### config.mk
export PLATFORM = sky130hd
export DESIGN_NAME = lcd_layer_arbiter
export DESIGN_NICKNAME = d
export VERILOG_FILES = /design/src/rtl/lcd_layer_arbiter_pkg.sv /design/src/rtl/lcd_layer_arbiter_blink_ctr.sv /design/src/rtl/lcd_layer_arbiter.sv
export SDC_FILE = /design/constraint.sdc
export NUM_CORES = 1
export LEC_CHECK = 0
export CAP_MARGIN = 20
export CORE_AREA = 2 2 100 150
export DETAILED_ROUTE_END_ITERATION = 6
export DIE_AREA = 0 0 102 152
export PLACE_DENSITY = 0.76
export SLEW_MARGIN = 10
export SYNTH_ARGS = -nofsm -noshare
export SYNTH_HDL_FRONTEND = slang
export SYNTH_HIERARCHICAL = 1
export SYNTH_SLANG_ARGS = --single-unit
### constraint.sdc
create_clock -name CLK -period 1.8 [get_ports CLK]
set_clock_uncertainty 0.2 [all_clocks]
set_input_delay 0.27 -clock CLK [delete_from_list [all_inputs] [get_ports CLK]]
set_output_delay 0.27 -clock CLK [all_outputs]
set_load 0.005 [all_outputs]
### src/rtl/lcd_layer_arbiter_pkg.sv
// Shared types and constants for the LCD layer arbiter.
// Includes the grid helper used only when LCD_GRID_OVERLAY_EN is defined.
package lcd_pkg;

  typedef enum logic [1:0] {
    GNT_NONE = 2'd0,
    GNT_BG   = 2'd1,
    GNT_TXT  = 2'd2,
    GNT_CUR  = 2'd3
  } grant_e;

  typedef enum logic {
    WAIT_SYNC = 1'b0,
    RUN       = 1'b1
  } state_e;

  localparam logic [23:0] RGB_BLACK = '0;
  localparam logic [23:0] RGB_WHITE = '1;

  // Default 800x480 panel timing (active area plus typical totals).
  localparam int unsigned LCD_H_ACTIVE = 800;
  localparam int unsigned LCD_V_ACTIVE = 480;
  localparam int unsigned LCD_H_TOTAL  = 1056;
  localparam int unsigned LCD_V_TOTAL  = 525;

  // Stage-1 pixel payload carried to the priority mux.
  typedef struct packed {
    logic        den;
    logic        txt_req;
    logic [23:0] bg_rgb;
    logic [23:0] txt_rgb;
    logic [23:0] cur_rgb;
    logic        hit;
  } s1_pix_t;

  function automatic logic on_grid(input logic [4:0] h_lo, input logic [4:0] v_lo);
    return (h_lo == '0) || (v_lo == '0);
  endfunction

endpackage

### src/rtl/lcd_layer_arbiter_blink_ctr.sv
// Cursor blink phase generator: toggles o_blink every BLINK_FRAMES frame starts.
module lcd_blink_ctr #(
  parameter int unsigned BLINK_FRAMES = 30
) (
  input  logic CLK,
  input  logic RST_n,
  input  logic i_frame_start,
  output logic o_blink
);

  localparam int unsigned CW = (BLINK_FRAMES > 1) ? $clog2(BLINK_FRAMES) : 1;
  localparam logic [CW-1:0] LAST = CW'(BLINK_FRAMES - 1);

  logic [CW-1:0] r_cnt;
  logic          r_blink;

  always_ff @(posedge CLK or negedge RST_n) begin
    if (!RST_n) begin
      r_cnt   <= '0;
      r_blink <= 1'b1;
    end else if (i_frame_start) begin
      if (r_cnt == LAST) begin
        r_cnt   <= '0;
        r_blink <= ~r_blink;
      end else begin
        r_cnt <= r_cnt + 1'b1;
      end
    end
  end

  assign o_blink = r_blink;

endmodule

### src/rtl/lcd_layer_arbiter.sv
// Per-pixel cursor/text/background compositor with 2-stage aligned sync path.
// Optional debug grid overlay enabled by defining LCD_GRID_OVERLAY_EN.
module lcd_layer_arbiter
  import lcd_pkg::*;
#(
  parameter int unsigned H_BITS       = 11,
  parameter int unsigned V_BITS       = 10,
  parameter int unsigned CUR_W        = 8,
  parameter int unsigned CUR_H        = 16,
  parameter int unsigned BLINK_FRAMES = 30
) (
  input  logic              CLK,
  input  logic              RST_n,
  input  logic              pix_en,
  input  logic              HD_in,
  input  logic              VD_in,
  input  logic              DEN_in,
  input  logic [H_BITS-1:0] hcount,
  input  logic [V_BITS-1:0] vcount,
  input  logic [23:0]       bg_rgb,
  input  logic              txt_req,
  input  logic [23:0]       txt_rgb,
  input  logic [H_BITS-1:0] cur_x,
  input  logic [V_BITS-1:0] cur_y,
  input  logic [23:0]       cur_rgb,
  input  logic              cfg_we,
  input  logic [2:0]        cfg_mask,
  output logic              HD,
  output logic              VD,
  output logic              DEN,
  output logic [7:0]        R,
  output logic [7:0]        G,
  output logic [7:0]        B,
  output logic [1:0]        grant,
  output logic              blink
);

  localparam logic [H_BITS:0] X_SPAN = (H_BITS + 1)'(CUR_W - 1);
  localparam logic [V_BITS:0] Y_SPAN = (V_BITS + 1)'(CUR_H - 1);

  state_e     r_state;
  logic       r_vd_prev;
  logic [2:0] r_mask_pend;
  logic [2:0] r_mask_act;

  logic       w_frame_start;
  logic       w_blink;

  logic       r_s1_hd;
  logic       r_s1_vd;
  s1_pix_t    r_s1;

  logic       r_hd;
  logic       r_vd;
  logic       r_den;
  logic [23:0] r_rgb;
  grant_e     r_grant;

  logic [H_BITS:0] w_x_end;
  logic [V_BITS:0] w_y_end;
  logic            w_hit;
  logic [23:0]     w_rgb;
  grant_e          w_gnt;

  assign w_frame_start = pix_en & r_vd_prev & ~VD_in;

  always_ff @(posedge CLK or negedge RST_n) begin
    if (!RST_n) begin
      r_vd_prev <= 1'b0;
    end else if (pix_en) begin
      r_vd_prev <= VD_in;
    end
  end

  // A cfg_we landing on the frame-start cycle bypasses the pending register.
  always_ff @(posedge CLK or negedge RST_n) begin
    if (!RST_n) begin
      r_state     <= WAIT_SYNC;
      r_mask_pend <= '1;
      r_mask_act  <= '1;
    end else begin
      if (cfg_we) begin
        r_mask_pend <= cfg_mask;
      end
      if (w_frame_start) begin
        r_mask_act <= cfg_we ? cfg_mask : r_mask_pend;
      end
      case (r_state)
        WAIT_SYNC: if (w_frame_start) r_state <= RUN;
        RUN:       r_state <= RUN;
        default:   r_state <= WAIT_SYNC;
      endcase
    end
  end

  lcd_blink_ctr #(
    .BLINK_FRAMES(BLINK_FRAMES)
  ) u_blink (
    .CLK          (CLK),
    .RST_n        (RST_n),
    .i_frame_start(w_frame_start & (r_state == RUN)),
    .o_blink      (w_blink)
  );

  // One extra bit keeps the window end from wrapping past the last column/row.
  assign w_x_end = {1'b0, cur_x} + X_SPAN;
  assign w_y_end = {1'b0, cur_y} + Y_SPAN;
  assign w_hit   = (hcount >= cur_x) && ({1'b0, hcount} <= w_x_end) &&
                   (vcount >= cur_y) && ({1'b0, vcount} <= w_y_end);

  always_ff @(posedge CLK or negedge RST_n) begin
    if (!RST_n) begin
      r_s1_hd <= 1'b1;
      r_s1_vd <= 1'b1;
      r_s1    <= '0;
    end else if (pix_en) begin
      r_s1_hd      <= HD_in;
      r_s1_vd      <= VD_in;
      r_s1.den     <= DEN_in;
      r_s1.txt_req <= txt_req;
      r_s1.bg_rgb  <= bg_rgb;
      r_s1.txt_rgb <= txt_rgb;
      r_s1.cur_rgb <= cur_rgb;
      r_s1.hit     <= w_hit;
    end
  end

`ifdef LCD_GRID_OVERLAY_EN
  logic r_s1_grid;

  always_ff @(posedge CLK or negedge RST_n) begin
    if (!RST_n) begin
      r_s1_grid <= 1'b0;
    end else if (pix_en) begin
      r_s1_grid <= on_grid(hcount[4:0], vcount[4:0]);
    end
  end
`endif

  always_comb begin
    w_rgb = RGB_BLACK;
    w_gnt = GNT_NONE;
    if ((r_state == RUN) && r_s1.den) begin
      if (r_s1.hit && r_mask_act[2] && w_blink) begin
        w_rgb = r_s1.cur_rgb;
        w_gnt = GNT_CUR;
      end else if (r_s1.txt_req && r_mask_act[1]) begin
        w_rgb = r_s1.txt_rgb;
        w_gnt = GNT_TXT;
`ifdef LCD_GRID_OVERLAY_EN
      end else if (r_s1_grid && r_mask_act[0]) begin
        w_rgb = RGB_WHITE;
        w_gnt = GNT_BG;
`endif
      end else if (r_mask_act[0]) begin
        w_rgb = r_s1.bg_rgb;
        w_gnt = GNT_BG;
      end
    end
  end

  always_ff @(posedge CLK or negedge RST_n) begin
    if (!RST_n) begin
      r_hd    <= 1'b1;
      r_vd    <= 1'b1;
      r_den   <= 1'b0;
      r_rgb   <= RGB_BLACK;
      r_grant <= GNT_NONE;
    end else if (pix_en) begin
      r_hd    <= r_s1_hd;
      r_vd    <= r_s1_vd;
      r_den   <= r_s1.den & (r_state == RUN);
      r_rgb   <= w_rgb;
      r_grant <= w_gnt;
    end
  end

  assign HD    = r_hd;
  assign VD    = r_vd;
  assign DEN   = r_den;
  assign R     = r_rgb[23:16];
  assign G     = r_rgb[15:8];
  assign B     = r_rgb[7:0];
  assign grant = r_grant;
  assign blink = w_blink;

endmodule
=== After elaboration in Yosys (flattened, before gate mapping) ===
Cells that the tools add are included.

* Input bits: 125
* Word-level logic and storage cells: 54
* Bits in read-only memories: 0
* Memory bits (writable): 0
* Latch bits: 0
* Flip-flop bits (word level): 120
* Output and inout port bits: 30
* Memories: 0

* Multiplexer cells: 12
* $add $sub $neg: 3
* Bitwise logic cells: 7
* Order comparisons: 4
* Eq/ne operators: 1
* Divide/modulo/power cells: 0
* Reduce and logical (&&, ||, !) cells: 8
* Shifts and indexed selects: 0
* $mul: 0

{| class="wikitable"
|+ Operators by type and width
! kind !! count
|-
| two-way mux 24 bit || 4
|-
| adder 11 x 3 -> 12 bit (second input constant) || 1
|-
| less-or-equal comparator 11 x 12 -> 1 bit || 1
|-
| adder 10 x 4 -> 11 bit (second input constant) || 1
|-
| greater-or-equal comparator 11 bit || 1
|-
| less-or-equal comparator 10 x 11 -> 1 bit || 1
|-
| greater-or-equal comparator 10 bit || 1
|-
| logical AND 1 bit || 7
|-
| two-way mux 2 bit || 3
|-
| adder 5 x 1 -> 5 bit (second input constant) || 1
|-
| equality test 5 bit (second input constant) || 1
|-
| two-way mux 5 bit || 1
|-
| bitwise AND 1 bit || 4
|-
| two-way mux 3 bit || 1
|-
| inverter 1 bit || 3
|-
| two-way mux 1 bit || 2
|-
| one-hot mux 1 bit (2 select lines) || 1
|-
| AND reduction 2 bit || 1
|}

=== Depth between registers and ports, before layout ===
Gate-level depths: netlist (run 1).

* Word-level depth: 5
* Mapped depth: 13
* Mapped depth without buffers: 13

=== Cells and area by module ===
Netlist (run 1), hierarchy kept.

{| class="wikitable"
|+ Modules (own cells, without submodules)
! module !! sequential area each (um2) !! times used !! area an instance (um2) !! cells each
|-
| lcd_layer_arbiter || 2865.2 || 1 || 5955.7 || 535
|-
| lcd_blink_ctr || 151.4 || 1 || 319.1 || 30
|}

=== Worst setup path before layout (run 1) ===
Ideal clock, no wire load.

* Path type: in2reg
* From: input cur_y[0]
* To: register r_s1[0] (netlist bit)
* Setup slack: -444 ps
* Buffers on the path: 0
* Library setup time: 122 ps
* Stages: 11
* Arrival time: 1922 ps
* Required time: 1478 ps
* Path through: inv_1 ha_1 a21oi_1 nand4_1 xnor2_1 ha_1 nand3_1 and3b_1 a21oi_1 o21ai_0 a32o_1

* Cells in the longest elaborated chain, start to end: 3
* Elaborated cells on any way between the ends: 5
* Classes of those cells: add/sub (1); order compare (2); reduce/logical (2)

{| class="wikitable"
|+ RTL lines
! item !! RTL line !! source
|-
| start, declared || lcd_layer_arbiter.sv:24 || <nowiki>input logic [V_BITS-1:0] cur_y,</nowiki>
|-
| adder 10 x 4 -> 11 bit / greater-or-equal comparator 10 bit (equally long branches) || lcd_layer_arbiter.sv:107, lcd_layer_arbiter.sv:109 ||
|-
| less-or-equal comparator 10 x 11 -> 1 bit / logical AND 1 bit (equally long branches) || lcd_layer_arbiter.sv:109, lcd_layer_arbiter.sv:108 ||
|-
| logical AND 1 bit * || lcd_layer_arbiter.sv:109 || <nowiki>(vcount >= cur_y) && ({1'b0, vcount} <= w_y_end);</nowiki>
|-
| end, declared || lcd_layer_arbiter.sv:51 || <nowiki>s1_pix_t r_s1;</nowiki>
|}

Mark *: on every way between the ends. The rest lies on a longest branch, timed or not.
A chain may end at the register's enable or synchronous reset.

=== Worst setup path after layout (run 1) ===
* From: input cur_x[0]
* To: register r_s1[0] (netlist bit)

* Cells in the longest elaborated chain, start to end: 5
* Elaborated cells on any way between the ends: 6
* Classes of those cells: add/sub (1); order compare (2); reduce/logical (3)

{| class="wikitable"
|+ RTL lines
! item !! RTL line !! source
|-
| start, declared || lcd_layer_arbiter.sv:23 || <nowiki>input logic [H_BITS-1:0] cur_x,</nowiki>
|-
| adder 11 x 3 -> 12 bit || lcd_layer_arbiter.sv:106 || <nowiki>assign w_x_end = {1'b0, cur_x} + X_SPAN;</nowiki>
|-
| less-or-equal comparator 11 x 12 -> 1 bit || lcd_layer_arbiter.sv:108 || <nowiki>assign w_hit = (hcount >= cur_x) && ({1'b0, hcount} <= w_x_end) &&</nowiki>
|-
| logical AND 1 bit * (2 in series) || lcd_layer_arbiter.sv:108 ||
|-
| logical AND 1 bit * || lcd_layer_arbiter.sv:109 ||
|}

Marked as above.

==> impl_metrics.tcl, run 1 <==
set metrics [dict create \
    outcome "finished with violations" \
    violations "setup timing" \
    gp_congestion 0.8847 \
    slew_violations 0 \
    ys_warn_count 6 \
    p_per_area_nw_per_um2 935.1 \
    async_flop_share 1.000 \
    seq_area_um2 3017 \
    max_freq_ghz 0.4772 \
    antenna_found_initial 0 \
    grt_usage 0.2314 \
    synth_top_area_cell "dfrtp_1" \
    initial_core_util 0.4381 \
    r2r_slack_ns 0.07 \
    wire_per_inst_um 17.51 \
    nets 945 \
    tightestPinTransition_ns 0.4445 \
    grt_max_degree 77 \
    total_power_uw 8674 \
    cts_tree "done" \
    post-route-util 0.6476 \
    via_per_inst 5.342 \
    clock_sinks 120 \
    synthCells 565 \
    ys_top_cells_by_area "dfrtp_1 (43%), mux2_2 (14%), ha_1 (9.2%)" \
    rr_worst_depth 7 \
    final_common_cell "clkdlybuf4s50_1" \
    rsz0062_at_grt "true" \
    period_minus_slack_ns 2.096 \
    synthesis.area_um2 6275 \
    hold_path_class "input pin to asynchronous set/reset pin" \
    drv_cap 0 \
    die_height_um 152 \
    synth-seq-area-share 0.4808 \
    ys_types 45 \
    reg2reg_from "r_vd_prev" \
    grt_pass1_wl_mm 28.07 \
    h-tree-depth 4 \
    fin_cells 983 \
    syn_nets 736 \
    worstPathRequired_ns 1.94 \
    clk_latency_ns 0.41 \
    setup_slack_ns -0.2956 \
    path_max_fanout 3 \
    ir_drop_mv 0.6758 \
    numCtsBuffers 17 \
    max_slew_margin 0.7036 \
    avgSynthCellArea_um2 11.11 \
    grt_pass1_vias 5829 \
    arrival_ns 2.24 \
    core_area_um2 14320 \
    cts-root-buf "clkbuf_16" \
    multi_input_area_um2 3189 \
    diodes 0 \
    tns_ns -0.2956 \
    fp.dieW_um 102 \
    fillers 1156 \
    holdWs_ns 0.2107 \
    ys_ff_latch 120 \
    path_class "input pin to flip-flop" \
    num_rows 54 \
    area_delta_synth_final_pct 47.84 \
    power.leakage_uw 0.004125 \
    final_cell_mix "clkdlybuf4s50_1 (123), dfrtp_1 (109), mux2_2 (80)" \
    postRouteAntennaNets 0 \
    startpoint_type "input pin" \
    dp_hpwl_mm 12.32 \
    finalSetupViolCount 1 \
    io_buffer_count 154 \
    die_area_um2 15500 \
    ios 155 \
    vias 5251 \
    cts_buffer_depth 2 \
    cp-end-kind "flip-flop" \
    overflow 0 \
    first_pass_iters 4 \
    synth_edf_count 0 \
    synth-main-ff-cell "dfrtp_1" \
    clk_transition_reported_paths_ns 0.06 \
    finalCritPeriodShare 1.164 \
    synth.top_cell.area_share 0.4347 \
    placedCellCount 942 \
    drc 0 \
    hold_viol 0 \
    drt_iter0_drc 180 \
    routed_wl_mm 17.21 \
    drive_above_1_share 0.2961 \
    r2r_end "u_blink/r_cnt[4]" \
]
[cell families after synthesis]
logic type / Yosys count / synth area share
XOR/XNOR: 18 / 0.02512
AND/OR/NAND/NOR: 113 / 0.08814
multiplexers: 84 / 0.1505
AO/OA/AOI/OAI: 125 / 0.1248
adder cells (fa/ha/maj): 46 / 0.09172
buffers and inverters: 59 / 0.03888
flip-flops: 120 / 0.4808
[report_power, final]
| part | total, uW | switching (uW) | internal [uW] | leakage (uW) |
|---|---|---|---|---|
| Combinational | 1980 | 883 | 1090 | 0.00240 |
| Clock | 3380 | 1260 | 2130 | 0.000292 |
| Sequential | 3320 | 236 | 3080 | 0.00144 |
[worst max-delay path: stages]
cell,delay [ns]
buf_8,0.10
buf_6,0.11
nor3_4,0.25
buf_4,0.16
nor4_2,0.04
buf_4,0.13
xnor2_1,0.12
ha_1,0.32
nand3_2,0.11
nor2_1,0.06
o41ai_2,0.35
a32o_1,0.21
[worst max-delay path by stage]
| stage | start | end | slack, ns |
|---|---|---|---|
| finish | cur_x[0] | r_s1[0] | -0.30 |
| global route | cur_x[0] | r_s1[0] | -0.41 |
| CTS | cur_x[0] | r_s1[0] | -0.22 |
| detailed placement | cur_x[0] | r_s1[0] | -1.21 |
| global placement | cur_x[0] | r_s1[0] | -1.06 |
| floorplan | cur_x[0] | r_s1[0] | -0.34 |
[metrics by stage]
step                      area, um^2  worst slack (ns)
after floorplan                 6291           -0.3433
after global placement          8451            -1.057
after detailed placement        8451            -1.210
after CTS                       9225           -0.2152
after global routing            9276           -0.4137
final                           9276           -0.2956
[Yosys cell counts, types with 5 or more instances]
| library cell | count |
|---|---|
| nor2_1 | 10 |
| xnor2_1 | 18 |
| o2bb2ai_1 | 26 |
| a21o_1 | 6 |
| buf_2 | 12 |
| nand2_1 | 43 |
| dfrtp_1 | 109 |
| dfstp_2 | 11 |
| nand3_1 | 31 |
| o21ai_0 | 11 |
| nor3_1 | 5 |
| nand4_1 | 6 |
| mux2_2 | 80 |
| clkbuf_1 | 15 |
| ha_1 | 46 |
| a21oi_1 | 64 |
| inv_1 | 29 |
[repair_timing]
| action | in CTS | in global routing |
|---|---|---|
| buffers inserted | 5 | 3 |
| setup endpoints to repair | 6 | 12 |
| hold endpoints to repair | 120 | 0 |
| pin swaps | 42 | 7 |
| resized for setup | 89 | 10 |
| hold buffers | 1 | 0 |
[final cells by class]
| cell class | instances | share of cell area |
|---|---|---|
| clock buffers | 19 | 0.04883 |
| repair buffers | 219 | 0.2279 |
| multi-input cells | 386 | 0.3438 |
| flip-flops and latches | 120 | 0.3252 |
| inverters | 30 | 0.01214 |
| clock inverters | 13 | 0.01565 |
| well taps | 196 | 0.02644 |
[state kept, by name, summed over array words and instances, names as in the netlist]
name             count
r_mask_act           3
VD                   1
u_blink/r_cnt        5
HD                   1
r_s1_hd              1
grant                2
r_vd_prev            1
r_mask_pend          3
u_blink/o_blink      1
r_s1                75
r_s1_vd              1
DEN                  1
r_state              1
r_rgb               24
[routing by layer]
metal	part of all wire	routed length, um	GRT usage
met4	0.028	477	0.09841
met5	0	0	0
met2	0.55	9389	0.4198
met1	0.37	6383	0.2516
met3	0.056	961	0.05198
Note: power is estimated with default switching activity, not from simulation.
==> inputs of run 2 (changes only) <==
Settings changed: CTS_CLUSTER_SIZE from default to 16.
==> results of run 2 <==
The final DEF is identical to that of run 1; final timing and power are the same.
